--- src/rtl/display_scan.sv ---
// display_scan: time-multiplexed digit scanner with double-buffered data, PWM brightness and blink mask
module display_scan #(
  parameter int SIZE       = 4,
  parameter int SEG_W      = 8,
  parameter int DIV_LOG2   = 10,
  parameter int BLINK_LOG2 = 6
) (
  input  logic                  i_clk,
  input  logic                  i_rst,
  input  logic [SIZE*SEG_W-1:0] i_data,
  input  logic                  i_load,
  input  logic [SIZE-1:0]       i_blink_mask,
  input  logic [3:0]            i_bright,
  output logic [SEG_W-1:0]      o_seg,
  output logic [SIZE-1:0]       o_dig,
  output logic                  o_frame,
  output logic                  o_ack
);
  localparam int IW = SIZE > 1 ? $clog2(SIZE) : 1;
  logic [DIV_LOG2-1:0]   r_slot;
  logic [IW-1:0]         r_idx;
  logic [BLINK_LOG2-1:0] r_fcnt;
  logic [SIZE*SEG_W-1:0] r_stage, r_shadow;
  logic                  r_pend, r_frame, r_ack;
  logic [SEG_W-1:0]      r_seg;
  logic [SIZE-1:0]       r_dig;
  logic                  w_wrap, w_fend, w_on;
  assign w_wrap = &r_slot;
  assign w_fend = w_wrap && r_idx == IW'(SIZE - 1);
  // slot 0 is a guard blank so the previous digit's segments never ghost onto the next
  assign w_on = (|r_slot) && (r_slot[DIV_LOG2-1 -: 4] <= i_bright) &&
                !(r_fcnt[BLINK_LOG2-1] && i_blink_mask[r_idx]);
  always_ff @(posedge i_clk or posedge i_rst) begin
    if (i_rst) begin
      r_slot   <= '0;
      r_idx    <= '0;
      r_fcnt   <= '0;
      r_stage  <= '0;
      r_shadow <= '0;
      r_pend   <= 1'b0;
      r_frame  <= 1'b0;
      r_ack    <= 1'b0;
      r_seg    <= '0;
      r_dig    <= '0;
    end else begin
      r_slot <= r_slot + 1'b1;
      if (w_wrap) r_idx <= w_fend ? '0 : r_idx + 1'b1;
      if (w_fend) r_fcnt <= r_fcnt + 1'b1;
      if (i_load) r_stage <= i_data;
      if (w_fend && r_pend) r_shadow <= r_stage;
      r_pend  <= i_load | (r_pend & ~w_fend);
      r_frame <= w_fend;
      r_ack   <= w_fend & r_pend;
      r_dig   <= w_on ? SIZE'(1) << r_idx : '0;
      r_seg   <= w_on ? r_shadow[r_idx*SEG_W +: SEG_W] : '0;
    end
  end
  assign o_seg   = r_seg;
  assign o_dig   = r_dig;
  assign o_frame = r_frame;
  assign o_ack   = r_ack;
endmodule

--- config.mk ---
export PLATFORM = sky130hd
export DESIGN_NAME = display_scan
export DESIGN_NICKNAME = d
export VERILOG_FILES = /design/src/rtl/display_scan.sv
export SDC_FILE = /design/constraint.sdc
export NUM_CORES = 1
export LEC_CHECK = 0
export CAP_MARGIN = 20
export CORE_ASPECT_RATIO = 1.75
export CORE_MARGIN = 4
export CORE_UTILIZATION = 31
export CTS_BUF_LIST = sky130_fd_sc_hd__clkbuf_16
export DETAILED_ROUTE_END_ITERATION = 8
export REMOVE_ABC_BUFFERS = 1
export SLEW_MARGIN = 20
export SYNTH_ARGS = -nofsm -noshare
export SYNTH_HDL_FRONTEND = slang
export SYNTH_SLANG_ARGS = --single-unit
--- constraint.sdc ---
create_clock -name i_clk -period 3.3 [get_ports i_clk]
set_input_delay 0.825 -clock i_clk [delete_from_list [all_inputs] [get_ports i_clk]]
set_output_delay 0.825 -clock i_clk [all_outputs]
set_load 0.005 [all_outputs]
**Yosys cells after proc, flatten, opt, wreduce, memory -nomap -nowiden**

Index checks and enable logic that the tools add are counted.

- Reductions and logical operators: 8
- Multiplexer cells: 5
- Bitwise logic cells: 4
- $lt $le $gt $ge: 2
- Eq/ne operators: 1
- $add $sub $neg: 3
- Shifts and indexed selects: 2

Operators by type and width:

| kind | count |
|---|---|
| 32-bit by 6-bit indexed part select with 8-bit output | 1 |
| 10-bit by 1-bit adder with 10-bit output, second input constant | 1 |
| 10-bit AND reduction | 1 |
| 10-bit OR reduction | 1 |
| 8-bit 2-to-1 mux | 1 |
| 6-bit by 1-bit adder with 6-bit output, second input constant | 1 |
| 1-bit logical AND | 5 |
| 4-bit less-or-equal comparator | 1 |
| 4-bit 2-to-1 mux | 1 |
| 1-bit by 2-bit << shifter with 4-bit output, first input constant | 1 |
| 2-bit by 3-bit < comparator with 1-bit output, second input constant | 1 |
| 2-bit by 1-bit adder with 2-bit output, second input constant | 1 |
| 1-bit bitwise AND | 2 |
| 1-bit binary-select mux with 2-bit select | 1 |
| 2-bit equality test, second input constant | 1 |
| 2-bit 2-to-1 mux | 1 |
| 1-bit logical NOT | 1 |
| 1-bit 2-to-1 mux | 1 |
| 1-bit NOT | 1 |
| 1-bit OR | 1 |

- Flip-flop bits (word level): 97
- Word-level logic and storage cells: 35
- Input port bits: 43
- Output and inout port bits: 14

**Logic depth before layout (Yosys ltp)**

- Depth in word-level cells: 6
- Depth in mapped cells: 7
- Depth with buffers taken out: 6

**Least setup slack after synthesis**

No wires, ideal clock.

- Kind: input -> register
- Start point: input port i_bright[3]
- End point: register r_seg[1], in the netlist o_seg[1]
- Slack: 1.281 ns
- Cell stages on the path: 7
- Data required time: 3.227 ns
- Data arrival time: 1.946 ns
- Setup time: 0.073 ns
- Cell sequence: inv_1 -> ha_1 -> a21oi_1 -> nand3_1 -> a221o_1 -> buf_2 -> nor2b_1

- Cells in the longest elaborated chain, start to end: 4

Ends and longest elaborated chain:

| item | line | RTL |
|---|---|---|
| start, declared | 13 | `input logic [3:0] i_bright,` |
| 4-bit less-or-equal comparator | 31 | `assign w_on = (\|r_slot) && (r_slot[DIV_LOG2-1 -: 4] <= i_bright) &&` |
| 1-bit logical AND (2 in a row) | 31 |  |
| 8-bit 2-to-1 mux | 55 | `r_seg <= w_on ? r_shadow[r_idx*SEG_W +: SEG_W] : '0;` |
| end signal, assigned | 55 |  |
| end, declared | 25 | `logic [SEG_W-1:0] r_seg;` |

Every way passes these cells.
A chain may end at the register's enable or synchronous reset.

**Final worst setup path**

- Start point: input port i_bright[3]
- End point: register r_seg[6], in the netlist o_seg[6]

The elaborated chain is that of the path after synthesis.

==> results by group <==
Layout
  – Layout area overhead: 27.26%
  – Layout cells sized above 1: 26.98%
  – Final std cells w/o fill: 512
  – Antenna cells: 0
  – # nets final: 390

STA
  – Worst Max-Slew Pin Slew: 0.7499 ns
  – Final slew viol count: 0
  – Clock Skews: 0.007460 ns
  – Slew headroom: 50.01%
  – Unrepaired setup endpoints after global routing: false
  – Period minus WS final: 2.336 ns
  – Fin crit share: 70.79%
  – Setup-failing EPs final: 0
  – Final Hold Viols: 0
  – Fmax: 0.4281 GHz
  – Final WS setup: 0.9640 ns

Logic synthesis
  – Seq/Total Area, Yosys: 59.90%
  – Area contributors post-synth: dfrtp_1 (60%), mux2_2 (17%), mux4_2 (4.4%)
  – Top cells by count, synth: dfrtp_1 (97), mux2_2 (61), inv_1 (15)
  – Yosys top cell area share: 59.90%
  – Post-synth EDFFs: 0
  – Leading area contributor after synthesis: dfrtp_1
  – Yosys reg bits: 97
  – Synth cell types: 34
  – Post-Syn Area: 4053 um^2
  – Syn Area/Cell: 14.68 um^2
  – Yosys warning total: 0
  – Post-Syn Instances: 276
  – Most used DFF post-synth: dfrtp_1
  – Most common cell in the synthesized netlist: dfrtp_1
  – Post-synthesis async set-or-reset flop share: 100.0%

CTS
  – CTS Hold Buffers Added: 0
  – Clock Tree Buf Depth: 2
  – Inserted Clock Buffers: 9
  – Clk_lat worst skew: 0.34 ns
  – CTS tree: done
  – Sink Count: 97
  – Root Driver: clkbuf_16
  – Reg clk slew, reported paths: 0.07 ns
  – H-tree levels: 3
  – Total setup buffers inserted after CTS: 0
  – # resized after CTS: 0

Setup path
  – Worst flop-to-flop path endpoint: r_shadow[0]$_DFFE_PP0P_
  – Crit Path Category: primary input to flop
  – Worst r2r path cells: 6
  – Crit path max fanout: 12
  – CP arrival: 2.60 ns
  – Worst setup SP type: primary input
  – Critical path endpoint category: flop
  – Critical path required time: 3.56 ns
  – Worst reg2reg startpoint: r_slot[0]$_DFF_PP0_
  – Reg2Reg Setup Slack: 1.17 ns

Run status
  – Status: complete, no violations

Drt
  – DRT Pass-1 Iters: 4
  – Drc violations: 0
  – Post-Route WL: 7471 um
  – Detail Route Antenna Nets: 0
  – Starting DRT DRC Count: 79
  – Vias: 2,299
  – DR WL/cell: 14.59 um
  – Vias per cell: 4.490

Power and ir drop
  – Maximum vdd drop: 0.2058 mV
  – PD cells: 506.6 nW/um^2
  – Leakage: 2.353 nW

Floorplanning
  – DIE WIDTH: 94.43 um
  – Cell Rows: 55
  – Starting Density: 31.49%
  – Die area: 15,040 um^2
  – Core Footprint: 12,870 um^2
  – Chip Height: 159.3 um
  – Num ports: 57

Placement
  – Pre-CTS setup slack: 0.6233 ns
  – Gpl congestion: 0.7501
  – Buffers on Ports: 56
  – Hpwl dp: 5428 um
  – Post-placement cell count: 496

Flow run
  – Max Cap Viol: 0

Worst hold path
  – Min-delay worst type: flop to flop
  – Hold path startpoint: r_fcnt[3]$_DFFE_PP0P_
  – Hold worst-path end: r_fcnt[3]$_DFFE_PP0P_
  – Worst hold path depth: 1

Global routing
  – Gr usage total: 10.81%
  – Initial antenna violation count: 0
  – Total grt overflow: 0
  – Vias in the first global route: 2,526
  – First-pass GRT wire length: 12,450 um
  – Pin count of the biggest net entering global routing: 55
-- worst max-delay path by stage --
stage | startpoint | to | cells after the start
floorplan | i_rst | o_ack$_DFF_PP0_ | 1
global placement | i_bright[3] | o_seg[4]$_DFF_PP0_ | 7
detailed placement | i_bright[3] | o_seg[3]$_DFF_PP0_ | 7
CTS | i_bright[3] | o_seg[6]$_DFF_PP0_ | 7
global route | i_bright[3] | o_dig[3]$_DFF_PP0_ | 7
finish | i_bright[3] | o_seg[6]$_DFF_PP0_ | 7
-- power by group --
part           internal [mW]  switching (mW)  leakage [nW]
logic                 0.0832          0.0504         0.916
clock network          0.811           0.419         0.178
registers               1.23          0.0202          1.26
total                   2.12           0.489          2.35
-- layout make-up --
class	count	area, um^2
Fill cell	1241	7711
Multi-Input combinational cell	153	1499
Inverter	15	58.81
Clock buffer	9	225.2
Sequential cell	97	2427
Clock inverter	7	135.1
Tap cell	171	214.0
Timing Repair Buffer	60	598.1
-- flip-flops by register name, summed over array words and instances, names as in the netlist --
register  cells
o_frame       1
r_idx         2
r_pend        1
r_fcnt        6
r_slot       10
o_dig         4
r_shadow     32
o_ack         1
o_seg         8
r_stage      32
-- worst max-delay path, stage by stage --
cell	delay, ns
clkdlybuf4s50_1	0.46
inv_1	0.04
ha_1	0.33
a21oi_1	0.14
nand3_1	0.08
a221o_1	0.52
nor2b_1	0.20
-- cell families after synthesis --
family	synth area share, %
DFF	59.90
AOI/OAI and AO/OA	0.9572
buffers and inverters	3.118
and+or+nand+nor	6.824
muxes	23.00
adders and majority gates	3.396
xor gates and xnor gates	2.810
-- per-stage QoR --
stage | instance area [um^2] | hold WS, ns | util [%] | power (mW) | TNS (ns)
after detailed placement | 4797 | 0.4649 | 37.28 | 1.410 | 0
final | 5157 | 0.4769 | 40.08 | 2.613 | 0
after global routing | 5157 | 0.4988 | 40.08 | 2.719 | 0
after CTS | 5157 | 0.4801 | 40.08 | 2.655 | 0
after global placement | 4797 | 0.4602 | 37.28 | 1.405 | 0
after floorplan | 3983 | 0.4413 | - | 1.327 | -5.696
-- metal layers --
layer  vias up  routed length (um)  GRT usage (%)
met5         -                   0              0
met2        47                4105          18.63
met4         0                 183          5.260
met1      1167                2861          12.12
met3        11                 320          2.837
li1       1074                   -              -
-- cell usage in the layout, fill, tap and decap left out, drive strengths merged, types with 2 or more instances in the layout --
| cell type | synthesis | final |
|---|---|---|
| nor2 | 7 | 7 |
| nor2b | 8 | 8 |
| inv | 15 | 17 |
| mux4 | 8 | 8 |
| o21ai | 2 | 2 |
| mux2 | 65 | 65 |
| and3 | 2 | 2 |
| clkbuf | 5 | 9 |
| nand4 | 3 | 3 |
| nand3 | 10 | 10 |
| dfrtp | 97 | 97 |
| xnor2 | 8 | 8 |
| xor2 | 5 | 5 |
| buf | 6 | 5 |
| ha | 11 | 11 |
| clkdlybuf4s50 | 0 | 55 |
| mux2i | 2 | 2 |
| nand2 | 6 | 6 |
| bufinv | 0 | 4 |
| nor3 | 5 | 5 |
No activity file was read; power rests on OpenSTA's default activity.
